File: config.mk
export PLATFORM = sky130hd
export DESIGN_NAME = fg_sram_responder
export DESIGN_NICKNAME = d
export VERILOG_FILES = /design/src/rtl/fg_responder_pkg.sv /design/src/rtl/fg_tag_delay.sv /design/src/rtl/fg_sram_responder.sv
export SDC_FILE = /design/constraint.sdc
export NUM_CORES = 1
export LEC_CHECK = 0
export BUFFER_PORTS_ARGS = -buffer_cell sky130_fd_sc_hd__clkbuf_2
export CAP_MARGIN = 20
export CORE_MARGIN = 5
export CORE_UTILIZATION = 50
export DETAILED_ROUTE_END_ITERATION = 16
export HOLD_SLACK_MARGIN = 0.1
export PLACE_DENSITY = 0.81
export SETUP_SLACK_MARGIN = 0.02
export SLEW_MARGIN = 20
export SYNTH_ARGS = -nofsm -noshare
export SYNTH_HDL_FRONTEND = slang
export SYNTH_SLANG_ARGS = --single-unit
File: constraint.sdc
create_clock -name clk -period 11.4 [get_ports clk]
set_input_delay 2.28 -clock clk [delete_from_list [all_inputs] [get_ports clk]]
set_output_delay 2.28 -clock clk [all_outputs]
set_load 0.005 [all_outputs]
File: src/rtl/fg_responder_pkg.sv
// fg_responder_pkg
// Shared types for the foreground SRAM responder:
//   pixel_t        16-bit RGB565 pixel
//   tag_t          per-request tag that travels alongside the SRAM read latency
//   TAG_SKIP       tag value meaning "no pixel for this slot"
//   fg_pixel_addr  linear word address y*width + x
package fg_responder_pkg;

  typedef logic [15:0] pixel_t;

  typedef struct packed {
    logic skip;   // request was inactive or out of bounds
    logic reuse;  // answer from the last pixel returned by the SRAM
  } tag_t;

  localparam tag_t TAG_SKIP = '{skip: 1'b1, reuse: 1'b0};

  function automatic logic [31:0] fg_pixel_addr(input logic [31:0] x,
                                                input logic [31:0] y,
                                                input logic [31:0] width);
    return y * width + x;
  endfunction

endpackage

File: src/rtl/fg_tag_delay.sv
// fg_tag_delay
// Fixed-depth shift register for request tags so each tag lines up with the
// SRAM read data of its own request. Synchronous reset fills it with skips.
// Ports:
//   i_clk  clock
//   i_rst  synchronous active-high reset
//   i_tag  tag of the request accepted this cycle
//   o_tag  tag delayed by DEPTH cycles
module fg_tag_delay
  import fg_responder_pkg::*;
#(
  parameter int DEPTH = 3
) (
  input  logic i_clk,
  input  logic i_rst,
  input  tag_t i_tag,
  output tag_t o_tag
);

  tag_t r_line [DEPTH];

  always_ff @(posedge i_clk) begin
    if (i_rst) begin
      for (int i = 0; i < DEPTH; i++) r_line[i] <= TAG_SKIP;
    end else begin
      r_line[0] <= i_tag;
      for (int i = 1; i < DEPTH; i++) r_line[i] <= r_line[i-1];
    end
  end

  assign o_tag = r_line[DEPTH-1];

endmodule

File: src/rtl/fg_sram_responder.sv
// fg_sram_responder
// Answers one signed foreground coordinate per clock with a 16-bit pixel or a
// skip flag, at a fixed latency of SRAM_LATENCY+2 cycles. Shares the single
// SRAM port with frame-capture writes; pipeline reads always win.
// Optional feature macro: FG_RESPONDER_REPEAT_CACHE_EN -- a request for the
// address of the last issued read reuses that pixel instead of reading again,
// which frees the slot for a write.
// Ports:
//   clk, rst                        clock, synchronous active-high reset
//   fg_pixel_request_x/_y/_active   pipeline request (signed coordinates)
//   fg_pixel_out, fg_pixel_skip     registered response
//   sram_addr/read/write/wdata      SRAM command port (registered)
//   sram_rdata                      SRAM read data, SRAM_LATENCY after read
//   wr_valid/addr/data, wr_ready    capture write handshake (wr_ready comb.)
module fg_sram_responder
  import fg_responder_pkg::*;
#(
  parameter int PRECISION    = 12,
  parameter int RESOLUTION_X = 1920,
  parameter int RESOLUTION_Y = 1080,
  parameter int ADDR_WIDTH   = 21,
  parameter int SRAM_LATENCY = 2
) (
  input  logic                    clk,
  input  logic                    rst,
  input  logic signed [PRECISION:0] fg_pixel_request_x,
  input  logic signed [PRECISION:0] fg_pixel_request_y,
  input  logic                    fg_pixel_request_active,
  output pixel_t                  fg_pixel_out,
  output logic                    fg_pixel_skip,
  output logic [ADDR_WIDTH-1:0]   sram_addr,
  output logic                    sram_read,
  output logic                    sram_write,
  output pixel_t                  sram_wdata,
  input  pixel_t                  sram_rdata,
  input  logic                    wr_valid,
  input  logic [ADDR_WIDTH-1:0]   wr_addr,
  input  pixel_t                  wr_data,
  output logic                    wr_ready
);

  localparam logic signed [PRECISION:0] LP_ZERO  = '0;
  localparam logic signed [PRECISION:0] LP_RES_X = (PRECISION+1)'(RESOLUTION_X);
  localparam logic signed [PRECISION:0] LP_RES_Y = (PRECISION+1)'(RESOLUTION_Y);

  logic                  w_in_bounds;
  logic                  w_hit;
  logic                  w_read_needed;
  logic [ADDR_WIDTH-1:0] w_addr;
  tag_t                  w_tag_in;
  tag_t                  w_tag_out;
  pixel_t                r_last_pix;

  assign w_in_bounds = fg_pixel_request_active &&
                       (fg_pixel_request_x >= LP_ZERO) && (fg_pixel_request_x < LP_RES_X) &&
                       (fg_pixel_request_y >= LP_ZERO) && (fg_pixel_request_y < LP_RES_Y);

  // Only meaningful when in bounds; out-of-bounds values never reach the SRAM.
  assign w_addr = ADDR_WIDTH'(fg_pixel_addr(32'($unsigned(fg_pixel_request_x)),
                                            32'($unsigned(fg_pixel_request_y)),
                                            32'(RESOLUTION_X)));

`ifdef FG_RESPONDER_REPEAT_CACHE_EN
  logic [ADDR_WIDTH-1:0] r_cache_addr;
  logic                  r_cache_valid;

  assign w_hit = w_in_bounds && r_cache_valid && (r_cache_addr == w_addr);

  // Writes can only land in slots with no read, so the two branches never
  // compete; a write to the cached word makes the held pixel stale.
  always_ff @(posedge clk) begin
    if (rst) begin
      r_cache_addr  <= '0;
      r_cache_valid <= 1'b0;
    end else if (w_read_needed) begin
      r_cache_addr  <= w_addr;
      r_cache_valid <= 1'b1;
    end else if (wr_ready && (wr_addr == r_cache_addr)) begin
      r_cache_valid <= 1'b0;
    end
  end
`else
  assign w_hit = 1'b0;
`endif

  assign w_read_needed = w_in_bounds && !w_hit;
  assign wr_ready      = wr_valid && !w_read_needed && !rst;

  always_ff @(posedge clk) begin
    if (rst) begin
      sram_read  <= 1'b0;
      sram_write <= 1'b0;
      sram_addr  <= '0;
      sram_wdata <= '0;
    end else if (w_read_needed) begin
      sram_read  <= 1'b1;
      sram_write <= 1'b0;
      sram_addr  <= w_addr;
    end else if (wr_ready) begin
      sram_read  <= 1'b0;
      sram_write <= 1'b1;
      sram_addr  <= wr_addr;
      sram_wdata <= wr_data;
    end else begin
      sram_read  <= 1'b0;
      sram_write <= 1'b0;
    end
  end

  assign w_tag_in.skip  = !w_in_bounds;
  assign w_tag_in.reuse = w_hit;

  // One stage for the command register plus SRAM_LATENCY for the SRAM itself.
  fg_tag_delay #(
    .DEPTH (SRAM_LATENCY + 1)
  ) u_tag_delay (
    .i_clk (clk),
    .i_rst (rst),
    .i_tag (w_tag_in),
    .o_tag (w_tag_out)
  );

  // Reuse tags always trail the read they repeat, so r_last_pix already
  // holds that read's data when a reuse tag arrives.
  always_ff @(posedge clk) begin
    if (rst) begin
      fg_pixel_out  <= '0;
      fg_pixel_skip <= 1'b1;
      r_last_pix    <= '0;
    end else if (w_tag_out.skip) begin
      fg_pixel_out  <= '0;
      fg_pixel_skip <= 1'b1;
    end else if (w_tag_out.reuse) begin
      fg_pixel_out  <= r_last_pix;
      fg_pixel_skip <= 1'b0;
    end else begin
      fg_pixel_out  <= sram_rdata;
      fg_pixel_skip <= 1'b0;
      r_last_pix    <= sram_rdata;
    end
  end

endmodule

# Word-level counts from Yosys, hierarchy flattened
# Memories as Yosys holds them, arrays and structs flattened.
# Cells that the tools add are included.
[word_totals] ff_bits=72 latch_bits=0 mem_bits_rw=6 mem_bits_ro=0 out_inout_bits=57 wordCells=42 n_memories=1
[classes] n_addsub=1 multipliers=1 div=0 order_cmp=4 n_eq_ne=0 shift=0 muxes=12 n_bitwise=4 n_reduce_logical=12
[mem_list] name="u_tag_delay.r_line" depth=3 width=2 read_ports=3 rd_ports_with_merged_regs=0 wr=3 line_no="fg_tag_delay.sv:20" source="tag_t r_line [DEPTH];"
[ops] op="21-bit 2-to-1 mux" n=2
[ops] op="13-bit by 1-bit greater-or-equal comparator with 1-bit output (second input constant)" n=2
[ops] op="13-bit by 12-bit < comparator with 1-bit output (second input constant)" n=2
[ops] op="21-bit by 13-bit adder with 21-bit output" n=1
[ops] op="16-bit 2-to-1 mux" n=1
[ops] op="13-bit by 4-bit multiplier with 14-bit output (second input constant)" n=1
[ops] op="1-bit logical AND" n=6
[ops] op="1-bit 2-to-1 mux" n=6
[ops] op="2-bit 2-to-1 mux" n=3
[ops] op="2-bit OR reduction" n=2
[ops] op="1-bit OR" n=3
[ops] op="1-bit zero test" n=2
[ops] op="2-bit AND reduction" n=1
[ops] op="2-bit nonzero test" n=1
[ops] op="1-bit NOT" n=1

# Depth between registers and ports, before layout
# Gate-level depths: netlist (run 1).
[depth] word_depth=10 ltp_mapped=15 depth_no_buf=15

# Cells and area by module
# From an unflattened synthesis (run 1), not the netlist that was laid out.
[unflattened] hier_cells=455 area_unflattened_um2=4341.7
[modules_own_cells] module="fg_sram_responder" n_inst=1 cells_each=441 area_per_inst_um2=4169.0 seq_area_each_um2=1441.4
[modules_own_cells] module="fg_tag_delay" n_inst=1 cells_each=14 area_per_inst_um2=172.7 seq_area_each_um2=120.1

# Worst setup path before layout (run 1)
# OpenSTA, ideal clock, no wires.
[synth_path] kind="input port to output port" startpoint="in fg_pixel_request_y[6]" endpoint="out wr_ready" arrival_time_ps=3678 slack_ps=5442 path_stages=9 path_cell_list="inv_1 ha_1 a21oi_1 o21ai_0 nand2_1 nand4_1 nand2_1 clkbuf_1 nor2_1"
[synth_between] elab_chain_cells=6
[synth_rtl] item="start, declared" line_no="fg_sram_responder.sv:27" source="input logic signed [PRECISION:0] fg_pixel_request_y,"
[synth_rtl] item="13-bit by 1-bit greater-or-equal comparator with 1-bit output" line_no="fg_sram_responder.sv:56" source="(fg_pixel_request_y >= LP_ZERO) && (fg_pixel_request_y < LP_RES_Y);"
[synth_rtl] item="1-bit logical AND" line_no="fg_sram_responder.sv:55" source="(fg_pixel_request_x >= LP_ZERO) && (fg_pixel_request_x < LP_RES_X) &&"
[synth_rtl] item="1-bit logical AND *" line_no="fg_sram_responder.sv:56"
[synth_rtl] item="1-bit zero test *" line_no="fg_sram_responder.sv:87" source="assign wr_ready = wr_valid && !w_read_needed && !rst;"
[synth_rtl] item="1-bit logical AND * (2 in series)" line_no="fg_sram_responder.sv:87"
[synth_rtl] item="end, declared" line_no="fg_sram_responder.sv:39" source="output logic wr_ready"
# Every way passes the cells marked *; elsewhere a longest branch is shown, timed or not.

# Worst setup path in the final report (run 1)
# Same ends and word-level chain as after synthesis.

==> results.md, run 1 <==
Outcome:
- The flow ran to the end, and the final reports show no timing, DRC or antenna violations.

Synth:
- Counting flops and latches in the post-synthesis netlist gives roughly 60.
- The most used flip-flop cell after synthesis is dfxtp_1.
- The number of different library cells used by synthesis comes to 40.
- The async set-reset flop share out of synthesis is 0.
- After synthesis the cells add up to approximately 0.0036 mm².
- The mean area per synthesized cell is ~9 µm².
- The number of synthesized flops with an enable pin is 0.
- The number of nets in the synthesized netlist is 527.
- Sorting the synthesized cells by how often they occur yields dfxtp_1 (59), inv_1 (41), nand2_1 (41).
- The sequential share of the synthesized area is 0.325.
- The Yosys warning count is 0.
- The synthesized design spends more area on one cell type than any other, namely dfxtp_1.
- The share of synthesized area in the top cell type comes to 0.325.
- By area the synthesized netlist is led by dfxtp_1 (33%), fa_1 (12%), ha_1 (8.6%), mux2i_1 (5.8%), a21oi_1 (4.4%).
- The number of instances in the synthesized netlist is between 300 and 400.
- By instance count, the leading cell after synthesis is dfxtp_1.

Hold path:
- The launch point of the worst hold path is u_tag_delay.r_line[0][1].
- The path class of the tightest hold or removal check is flop to flop.
- The number of cells on the worst hold path is 1.
- The worst hold path endpoint is u_tag_delay.r_line[0][3].

Timing:
- At the pin with the least slew margin, the transition time is between 800 and 900 ps.
- Headroom to the max-slew limit came out at 0.436.
- Setup repair after global routing left no endpoint under its margin.
- Setup violations remaining at the end of the flow were counted as 0.
- The total count of hold-check failures in the final report is 0.
- Between clock sinks in the finished design, the worst skew comes to 4.61 ps.
- The final period utilization is 0.582.
- Based on the critical path, the design can be clocked at up to 151 MHz.
- The clock period minus final worst setup slack is 6640 ps.
- The aggregate negative setup slack is 0 ps.
- The final-report max-slew violation count is 0.
- The smallest setup slack after layout is between 4000 and 5000 ps.

Setup path:
- The arrival time at the worst endpoint is 4360 ps.
- Counting cells, the worst reg-to-reg path comes to 2.
- The endpoint identified for the worst register-to-register timing path is fg_pixel_out[10].
- The element type at the critical path end is an output pin.
- The worst setup path is of the input pin to output pin kind.
- The setup slack on the worst flop-to-flop path is around 10000 ps.
- The worst setup path is launched from an input pin.
- STA puts the critical path data required time at between 9000 and 10000 ps.
- The worst-path maximum fanout is 45.
- The startpoint identified for the worst register-to-register timing path is u_tag_delay.r_line[0][5].

Drt:
- The detailed-route vias per instance is around 4.9.
- The number of remaining DRC errors is 0.
- The number of nets with antenna violations after routing is 0.
- The routed layout has between 3000 and 4000 vias.
- Dividing the detail-routed wire length by the instance count gives between 10 and 15 µm.
- The first TritonRoute pass finished after 4 iterations.
- The first routing iteration left 80 violations.
- The routed design has 8520 µm of wire.

Global routing:
- The number of global-route vias before repair is roughly 3000.
- In the global route stage, overall resource usage came out at 0.191.
- The pin count of the biggest net entering global routing is between 40 and 50.
- The aggregate global routing overflow is 0.
- The number of antenna violations at the first check in global routing is 0.
- The wire length of the first global-routing pass is ~14000 µm.

Floorplanning:
- Measured along the x axis, the die boundary spans 95.2 µm.
- The area of the die is 0.00907 mm².
- After floorplanning, the core was sized to cover 0.00718 mm².
- For this configuration, the core starts out at a cell density of 0.506.
- The die span in y is about 95 µm.
- The I/O pin total is 140.
- In this run the core area contains 31 standard-cell rows.

Final layout:
- The net count of the finished layout is ~660.
- The repair_antennas step left the layout with diodes totalling 0.
- The register cell area after layout is 0.00118 mm².
- Fill cells in the final layout number ~600.
- The layout overhead on the synthesized area is 27.0%.
- The multi-input combinational cell area is ~0.0022 mm².
- The post-route non-filler standard cell count is between 600 and 700.
- The ratio of cells with drive above 1 in the final layout is 0.311.

Place:
- The number of placed instances, taps included is 620.
- The routability congestion estimate from global placement is 0.862.
- The port buffer count is around 140.
- The placed wire-length estimate after detailed placement is between 7000 and 8000 µm.
- Prior to clock tree synthesis, the placed netlist has a worst setup slack of ~4700 ps.

Clock tree:
- The clock net in this run drives a total of between 50 and 60 sinks.
- The CTS tree is built.
- After clock tree synthesis, the flow added hold-fix buffers numbering 0.
- The clock insertion delay at the later pin of the skew report is between 300 and 400 ps.
- Clock tree synthesis inserted a total of 9 buffers.
- Clock-pin slew was measured on the worst setup and hold paths at around 60 ps.
- The buffer cell driving the clock tree root is clkbuf_8.
- The setup fix buffers added after clock tree synthesis is 0.
- The post-cts gate resize count is 0.
- In this run the number of H-tree levels came out at 3.
- The maximum clock path buffer count is 2.

Pwr:
- VDD sags by at most 0.0741 mV.
- In this run the static leakage power is ~2.3 nW.
- Dividing total power by cell area gives a power density of between 150 and 200 mW/mm².
- The overall power of the completed layout is around 0.73 mW.

Run:
- Across the run, the number of max-cap violations was 0.
[power breakdown]
part | switching, mW | internal, mW
Clock | 0.0798 | 0.122
Sequential | 0.00436 | 0.215
Combinational | 0.171 | 0.141
[metal layers]
metal	up-vias	GRT usage	routed length [µm]
li1	1605	-	-
met1	1409	0.223	3390
met2	104	0.341	4260
met3	8	0.0529	775
met4	0	0.0553	84
met5	-	0	0
[cells in the final DEF (no fill, tap or decap), types with 2 or more instances in the layout]
cell type | Yosys | routed
inv_1 | 41 | 41
nor2_1 | 29 | 29
or2_2 | 5 | 5
dfxtp_1 | 59 | 59
xnor2_1 | 15 | 15
nand4_1 | 4 | 4
nor3_1 | 5 | 5
nand2_1 | 41 | 41
a211oi_1 | 20 | 20
clkbuf_8 | 0 | 9
o21ai_0 | 7 | 7
a21o_1 | 3 | 3
ha_1 | 25 | 25
fa_1 | 22 | 22
clkbuf_2 | 0 | 139
o21a_1 | 4 | 4
bufinv_16 | 0 | 2
or3_1 | 2 | 2
a21oi_1 | 32 | 32
o31ai_1 | 2 | 2
xor2_1 | 4 | 4
and2_1 | 17 | 17
nand2b_1 | 2 | 2
mux2i_1 | 21 | 21
o211ai_1 | 2 | 2
nand3_1 | 3 | 3
clkinv_2 | 0 | 3
[flip-flops by register name (all words and copies together) (netlist names)]
name                cells
sram_addr              21
sram_write              1
sram_read               1
sram_wdata             16
fg_pixel_out           16
u_tag_delay.r_line      3
fg_pixel_skip           1
[critical path, stage by stage]
cell,delay (ps)
clkbuf_2,90
inv_1,210
ha_1,210
a21oi_1,70
o21ai_0,170
nand2_1,80
nand4_1,80
buf_4,380
nand2_1,450
nor2_1,210
clkbuf_2,140
[how the worst max path moves through the flow]
| stage | cells past startpoint | startpoint | endpoint |
|---|---|---|---|
| final | 11 | fg_pixel_request_y[6] | wr_ready |
| after global routing | 11 | fg_pixel_request_y[7] | wr_ready |
| after CTS | 11 | fg_pixel_request_y[6] | wr_ready |
| after detailed placement | 11 | fg_pixel_request_y[6] | wr_ready |
| after global placement | 11 | fg_pixel_request_y[8] | wr_ready |
| after floorplan | 9 | fg_pixel_request_y[6] | wr_ready |
[layout make-up]
class                   instances  area share
repair buffers                140       0.152
inverters                      41      0.0333
clock buffers                   9      0.0268
well taps                      99      0.0268
clock inverters                 7      0.0198
multi-input cells             281       0.485
flip-flops and latches         59       0.256
[cells by family after synthesis]
group	count (synthesis)	synth area share
multiplexers	21	0.0579
AO/OA/AOI/OAI	80	0.153
XOR/XNOR	19	0.0458
flip-flops	59	0.325
AND/OR/NAND/NOR	114	0.152
buffers and inverters	57	0.0589
adder cells (fa/ha/maj)	47	0.207
[through the flow]
stage / hold slack, ps / utilization / cell area, µm²
global placement: 392 / 0.613 / 4400
finish: 408 / 0.643 / 4620
floorplan: 389 / - / 3630
CTS: 408 / 0.643 / 4620
detailed placement: 392 / 0.613 / 4400
global route: 421 / 0.643 / 4620
Note: power is estimated with default switching activity, not from simulation.
==> run 2: changes to the inputs <==
==> constraint.sdc (replaced) <==
create_clock -name clk -period 6.8 [get_ports clk]
set_input_delay 1.36 -clock clk [delete_from_list [all_inputs] [get_ports clk]]
set_output_delay 1.36 -clock clk [all_outputs]
set_load 0.005 [all_outputs]
==> results.md, run 2 (synthesis results as in run 1) <==
Timing:
- The aggregate negative setup slack is 0 ps.
- The worst path in the final design needs a cycle of just under 5000 ps, including I/O delays and setup.
- For the pin with the worst max-slew slack, the measured transition is 892 ps.
- The smallest setup slack after layout is between 1500 and 2000 ps.
- The final-report max-slew violation count is 0.
- Setup repair after global routing left no endpoint under its margin.
- The final setup violation count is 0.
- The setup skew after layout is 5.69 ps.
- The total count of hold-check failures in the final report was 0.
- The max-slew headroom at the worst pin is 0.405.
- The final period utilization is 0.708.
- For this run, the top clock speed supported by timing is ~210 MHz.

Clock tree:
- At the later pin of the worst-skew pair, clock insertion delay measures about 320 ps.
- The TritonCTS sink count is 59.
- The maximum clock path buffer count is 2.
- The clock-pin transition on the worst setup and hold timing paths is around 60 ps.
- The buffer cell driving the clock tree root is clkbuf_8.
- Post-CTS timing repair inserted 0 buffers for setup.
- The CTS tree is built.
- After clock tree synthesis, the flow added hold-fix buffers numbering 0.
- TritonCTS created 9 clock buffers.
- The H-tree depth is 3.
- Post-CTS repair changed the size of 0 cells.

Drt:
- The count of TritonRoute iterations in the first routing pass is 4.
- In the final routed layout, each cell accounts on average for between 10 and 15 µm.
- The final layout contains routed wiring with a total length of 8600 µm.
- The count of vias placed by the detailed router is roughly 3100.
- The first routing iteration left 89 violations.
- The number of nets with antenna violations after routing is 0.
- The detailed-route vias per instance is about 4.9.
- For this run, design rule violations remaining after detail routing come to 0.

Outcome:
- The run finished with clean final reports.

Final layout:
- The total inserted antenna cells is 0.
- The largest register by flop count is sram_addr.
- The library cell used most frequently in the layout, excluding fill and tap cells, is clkbuf_2.
- In the layout the commonest cells are clkbuf_2 (139), dfxtp_1 (59), inv_1 (41), nand2_1 (41), a21oi_1 (32).
- The layout overhead on the synthesized area is 26.7%.
- In the final layout, the registers with the most flip-flops are sram_addr: 21 flops, fg_pixel_out: 16 flops, sram_wdata: 16 flops.
- The final net count is about 660.
- The post-route non-filler standard cell count is ~640.
- The post-route standard cell area excluding fillers is around 0.0046 mm².
- The flip-flop count of the largest register after layout is 21.
- In the final layout, the share of cells above drive strength 1 is 0.309.

Setup path:
- The largest single stage delay on the critical path is 460 ps.
- The worst setup path is captured at an output pin.
- The number of cells on the worst reg-to-reg path is 2.
- The worst-path maximum fanout is between 40 and 50.
- The critical path is of the input pin to output pin type.
- At the worst endpoint, the required time is 5440 ps.
- The endpoint identified for the worst register-to-register timing path is fg_pixel_out[5].
- Walking the worst path, the cells encountered are clkbuf_2, inv_1, ha_1, inv_1, o21ai_0, nand2_1, nand4_1, buf_4, nand2_1, nor2_1, clkbuf_2.
- The sort of element at the start of the critical path is an input pin.
- The startpoint identified for the worst register-to-register timing path is u_tag_delay.r_line[0][5].
- The slowest cell on the critical path is nand2_1.
- The arrival time at the worst endpoint is ~3500 ps.
- Across all register-to-register paths, the minimum setup slack is around 5600 ps.

Floorplanning:
- For this configuration, the core starts out at a cell density of 0.506.
- From bottom edge to top edge, the die measures 95.2 µm.
- The floorplan has 31 rows.
- The floorplan step defined a die boundary enclosing between 0.009 and 0.01 mm².
- The I/O pin total is 140.
- In this run the horizontal extent of the chip is approximately 95 µm.
- The total core area is 0.00718 mm².

Place:
- At the end of routability-driven placement, the weighted congestion stood at 0.865.
- The wire-length estimate of the detail-placed layout is between 7000 and 8000 µm.
- The post-place setup slack is between 1500 and 2000 ps.
- The total cell area at the placement stage is between 0.004 and 0.005 mm².
- The port buffer count is around 140.
- The number of placed instances, taps included, is just over 600.

Hold path:
- Counting instances, the worst hold path has a depth of 1.
- The path class of the tightest hold or removal check is flop to flop.
- The worst hold path endpoint is u_tag_delay.r_line[0][5].
- The launch point of the worst hold path is u_tag_delay.r_line[0][3].

Global routing:
- The wire length of the first global-routing pass is 14400 µm.
- The number of antenna violations at the first check in global routing is 0.
- The number of global-route vias before repair is between 3000 and 4000.
- Summed over all layers, the global routing overflow is 0.
- The pin count of the biggest net entering global routing is 46.
- The global routing usage summed across all routing layers is 0.200.

Pwr:
- The maximum vdd drop is around 0.13 mV.
- The static leakage power is about 2.3 nW.
- Power spread over the standard cell area amounts to roughly 260 mW/mm².

Run:
- The tool flagged a number of max-cap violations equal to 0.
run 2: worst max path at each step:
stage	to	slack (ps)	startpoint	cells after the start
after floorplan	sram_addr[18]	2220	fg_pixel_request_y[0]	14
after global placement	sram_addr[18]	1970	fg_pixel_request_y[0]	15
after detailed placement	sram_addr[18]	1870	fg_pixel_request_y[0]	15
after CTS	wr_ready	1970	fg_pixel_request_y[8]	11
after global routing	wr_ready	1690	fg_pixel_request_y[6]	11
final	wr_ready	1990	fg_pixel_request_y[8]	11
run 2: per-stage QoR:
step           power, mW  utilization  hold slack (ps)
3_3_place_gp       0.879        0.613              394
6_report            1.21        0.642              405
2_1_floorplan      0.785            -              389
4_1_cts             1.22        0.642              409
3_5_place_dp       0.899        0.613              397
5_1_grt             1.31        0.642              421
run 2: critical path, delay by kind of cell:
| family | cells | cell delay [ps] |
|---|---|---|
| adders and majority gates | 1 | 210 |
| buffers and inverters | 5 | 890 |
| AOI/OAI and AO/OA | 1 | 150 |
| and+or+nand+nor | 4 | 840 |
run 2: cell type report:
type | instances | area, µm²
clock buffers | 12 | 155
multi-input cells | 281 | 2240
flip-flops and latches | 59 | 1180
inverters | 41 | 154
repair buffers | 140 | 703
well taps | 99 | 124
fillers | 589 | 2570
clock inverters | 4 | 48.8
run 2: metal layers:
metal  vias up  GRT usage  share of wire
met5         -          0              0
met2       101      0.355           0.50
met4         0     0.0733          0.015
met1      1403      0.237           0.40
met3        11     0.0395          0.081
li1       1604          -              -
run 2: power by group:
| group | internal (mW) | total [mW] | switching, mW | leakage [nW] |
|---|---|---|---|---|
| Sequential | 0.360 | 0.367 | 0.00678 | 0.483 |
| Combinational | 0.235 | 0.524 | 0.289 | 1.70 |
| Clock | 0.189 | 0.314 | 0.126 | 0.106 |
| Total | 0.784 | 1.21 | 0.422 | 2.29 |
==> run 3: changes to the inputs <==
--- a/config.mk
+++ b/config.mk
@@ -5,13 +5,14 @@
 export SDC_FILE = /design/constraint.sdc
 export NUM_CORES = 1
 export LEC_CHECK = 0
+export ABC_AREA = 1
 export BUFFER_PORTS_ARGS = -buffer_cell sky130_fd_sc_hd__clkbuf_2
 export CAP_MARGIN = 20
 export CORE_MARGIN = 5
 export CORE_UTILIZATION = 50
 export DETAILED_ROUTE_END_ITERATION = 16
 export HOLD_SLACK_MARGIN = 0.1
-export PLACE_DENSITY = 0.81
+export PLACE_DENSITY = 0.8
 export SETUP_SLACK_MARGIN = 0.02
 export SLEW_MARGIN = 20
 export SYNTH_ARGS = -nofsm -noshare
==> constraint.sdc (replaced) <==
create_clock -name clk -period 4.8 [get_ports clk]
set_input_delay 0.96 -clock clk [delete_from_list [all_inputs] [get_ports clk]]
set_output_delay 0.96 -clock clk [all_outputs]
set_load 0.005 [all_outputs]
==> results.md, run 3 <==
Final layout:
- The top cell types in the final layout, fill and taps aside, are nand2_1 (154), clkbuf_2 (139), inv_1 (88).
- The register with the most flip-flops in the layout has 21 of them.
- The number of antenna diodes in the final layout is 0.
- The largest registers in the layout are sram_addr: 21 flops, fg_pixel_out: 16 flops, sram_wdata: 16 flops.
- The number of fillers in the final layout is 675.
- After routing the design area is about 0.0049 mm².
- In the final layout, the share of cells above drive strength 1 is 0.269.
- The layout overhead on the synthesized area is 24.7%.
- Ranked by flip-flop count, first place goes to sram_addr.
- The final net count is 809.
- The final design utilization is 0.635.
- The most frequent standard cell in the layout excluding fill and tap cells is nand2_1.

Synth:
- In the post-synthesis netlist, the biggest area contributors are dfxtp_1 (30%), nand2_1 (15%), fa_1 (11%), inv_1 (8.5%), ha_1 (8.0%).
- The count of distinct cell types in the synthesized netlist is 33.
- For this run, the number of Yosys warnings is 0.
- For this run, the register share of the synthesized area comes to 0.304.
- The most frequent cell after synthesis is nand2_1.
- Ranked by instance count, the synthesized netlist is headed by nand2_1 (154), inv_1 (88), dfxtp_1 (59).
- The post-synthesis sequential element count is just under 60.
- The dominant cell type by area after synthesis is dfxtp_1.
- In the synthesized netlist the async set-or-reset flop fraction comes to 0.
- The number of instances in the synthesized netlist is approximately 540.
- The number of synthesized flops with an enable pin is 0.
- The mean area per synthesized cell is 7.19 µm².
- The synthesized net count is about 670.
- For this run, the leading register cell type out of synthesis is dfxtp_1.
- The top-area cell type share of the netlist area is 0.304.
- The netlist area before placement is slightly below 0.004 mm².

Outcome:
- The flow ran to the end, and the final reports show no timing, DRC or antenna violations.

Timing:
- The final-report max-slew violation count is 0.
- The smallest setup slack after layout is 637 ps.
- The aggregate negative setup slack is 0 ps.
- The total count of hold-check failures in the final report is 0.
- The routed design could run at a clock period as short as between 4000 and 5000 ps.
- The pin slew with the least headroom to its limit is between 700 and 800 ps.
- Based on the critical path, the design can be clocked at up to ~240 MHz.
- The clock arrives with ~2.4 ps of skew.
- Headroom to the max-slew limit came out at 0.497.
- Setup repair after global routing left no endpoint under its margin.
- Dividing the final minimum period by the clock period gives 0.867.
- Setup violations remaining at the end of the flow were counted as 0.

Setup path:
- For the worst setup path, the data arrival time is 4360 ps.
- The slowest cell on the critical path is fa_1.
- STA classifies the critical path endpoint as a flop.
- For the worst flop-to-flop path, the logic depth is 2.
- The worst-path maximum fanout is 6.
- The sort of element at the start of the critical path is an input pin.
- The signal on the critical path passes through clkbuf_2, inv_1, fa_1, fa_1, inv_1, ha_1, inv_1, nand2_1, and2_1, xor2_1, ha_1, nand2_1, nor2_1, nor2_1, nor2_1, nand2_2, nor2_4, nand2_1, nand2_1, nand3_1, nand2_1, a21oi_2.
- The largest single stage delay on the critical path is 510 ps.
- The category of the critical setup timing path is input pin to flop.
- Data on the critical path is required at its endpoint by between 4000 and 5000 ps.
- The most numerous cell type found on the critical path is nand2_1.

Clock tree:
- Clock-pin slew was measured on the worst setup and hold paths at 70 ps.
- The cts-stage hold buffer count is 0.
- Buffers inserted during clock tree synthesis total 9.
- The CTS tree is built.
- The H-tree depth is 3.
- The TritonCTS sink count is around 60.
- The buffer cell driving the clock tree root is clkbuf_8.
- Counting along the longest clock path gives a buffer depth of 2.
- The number of setup buffers added after CTS is 0.
- The post-cts gate resize count is 0.
- For the worst-skew pair, the clock arrives at the later sink with an insertion delay of roughly 340 ps.

Drt:
- The routed design has 10100 µm of wire.
- After detailed routing, the number of vias per cell comes to 4.86.
- The mean routed wirelength per cell is about 13 µm.
- The routed layout has 3822 vias.
- The number of remaining DRC errors is 0.
- In this run the remaining antenna-violating nets after routing total 0.
- The detailed router finished its first iteration with about 210 violations.
- The pre-antenna-repair detailed-routing pass consisted of 4 iterations.

Global routing:
- The total overflow left after global routing is 0.
- The number of global-route vias before repair came to between 3000 and 4000.
- The wire length of the first global-routing pass is between 15000 and 20000 µm.
- The pin count of the biggest net entering global routing is 35.
- The number of antenna violations at the first check in global routing came to 0.
- For this run, the total global-route usage over all layers was measured as 0.209.

Pwr:
- Of the total power, the clock network draws 0.257.
- Across the VDD grid, the largest voltage drop is ~0.17 mV.
- The analysis attributes to cell leakage a power of 2.67 nW.
- The power density relative to cell area is between 300 and 400 mW/mm².
- The share of total power in sequential cells is 0.298.
- Of the total power, the share spent switching nets is 0.396.
- The internal power contribution is between 1 and 1.5 mW.
- Of the total power, combinational logic draws 0.445.
- Summed over all nets, the switching power comes to ~0.7 mW.
- The overall power of the completed layout is roughly 1.7 mW.

Floorplanning:
- The area of the die is 0.00965 mm².
- The I/O pin total is 140.
- The floorplan step set the die width to between 90 and 100 µm.
- The floorplan has 32 rows.
- For this configuration, the core starts out at a cell density of 0.509.
- The total core area is about 0.0076 mm².
- Measured along the y axis, the die boundary spans between 90 and 100 µm.

Place:
- The HPWL after detailed placement is between 8000 and 9000 µm.
- The routability congestion estimate from global placement is 0.887.
- The post-place setup slack is 285 ps.
- The port buffer count is approximately 140.
- The total cell area at the placement stage is 0.00465 mm².

Hold path:
- The number of cells on the worst hold path is 1.
- In this run the worst hold path is classified as flop to flop.

Run:
- The max-cap violation count is 0.
run 3: cell families (layout without fill, tap and decap cells):
| logic type | Yosys count | count (layout) | share of synthesized area |
|---|---|---|---|
| XOR/XNOR | 8 | 8 | 0.0199 |
| adder cells (fa/ha/maj) | 47 | 47 | 0.194 |
| AO/OA/AOI/OAI | 57 | 57 | 0.0849 |
| AND/OR/NAND/NOR | 263 | 263 | 0.289 |
| buffers and inverters | 107 | 250 | 0.109 |
| flip-flops | 59 | 59 | 0.304 |
run 3: power by group through the flow:
stage          clock network, mW  registers, mW  logic [mW]
2_1_floorplan                  0          0.532       0.591
3_3_place_gp                   0          0.530       0.749
3_5_place_dp                   0          0.531       0.773
4_1_cts                    0.455          0.520       0.778
5_1_grt                    0.483          0.522       0.894
6_report                   0.449          0.520       0.777
run 3: final cells by class:
type	instances	area [µm²]	area share
Tap cell	102	128	0.0263
Inverter	94	355	0.0732
Sequential cell	59	1180	0.243
Clock buffer	10	138	0.0284
Clock inverter	6	63.8	0.0131
Timing Repair Buffer	140	703	0.145
Multi-Input combinational cell	375	2280	0.471
run 3: per-layer routing:
metal,vias up,wire (µm),global-route usage,share of wire
met3,26,688,0.0650,0.068
met5,-,0,0,0
met4,0,239,0.0683,0.024
li1,1947,-,-,-
met2,129,4950,0.368,0.49
met1,1720,4200,0.241,0.42
run 3: worst paths after layout:
path	from	endpoint	slack, ps
max	fg_pixel_request_y[3]	sram_addr[19]	640
min	u_tag_delay.r_line[0][3]	u_tag_delay.r_line[0][5]	410
max reg2reg	u_tag_delay.r_line[0][5]	fg_pixel_out[14]	3910
min reg2reg	u_tag_delay.r_line[0][3]	u_tag_delay.r_line[0][5]	410
run 3: worst max-delay path: cells and delay by family:
kind                     cells  cell delay [ps]
adder cells (fa/ha/maj)      4             1690
AND/OR/NAND/NOR             12             1100
buffers and inverters        4              390
XOR/XNOR                     1              150
AO/OA/AOI/OAI                1               50
run 3: metrics by stage:
stage	instances	hold slack (ps)
after floorplan	541	389
after global placement	770	393
after detailed placement	770	399
after CTS	786	414
after global routing	786	430
final	786	412
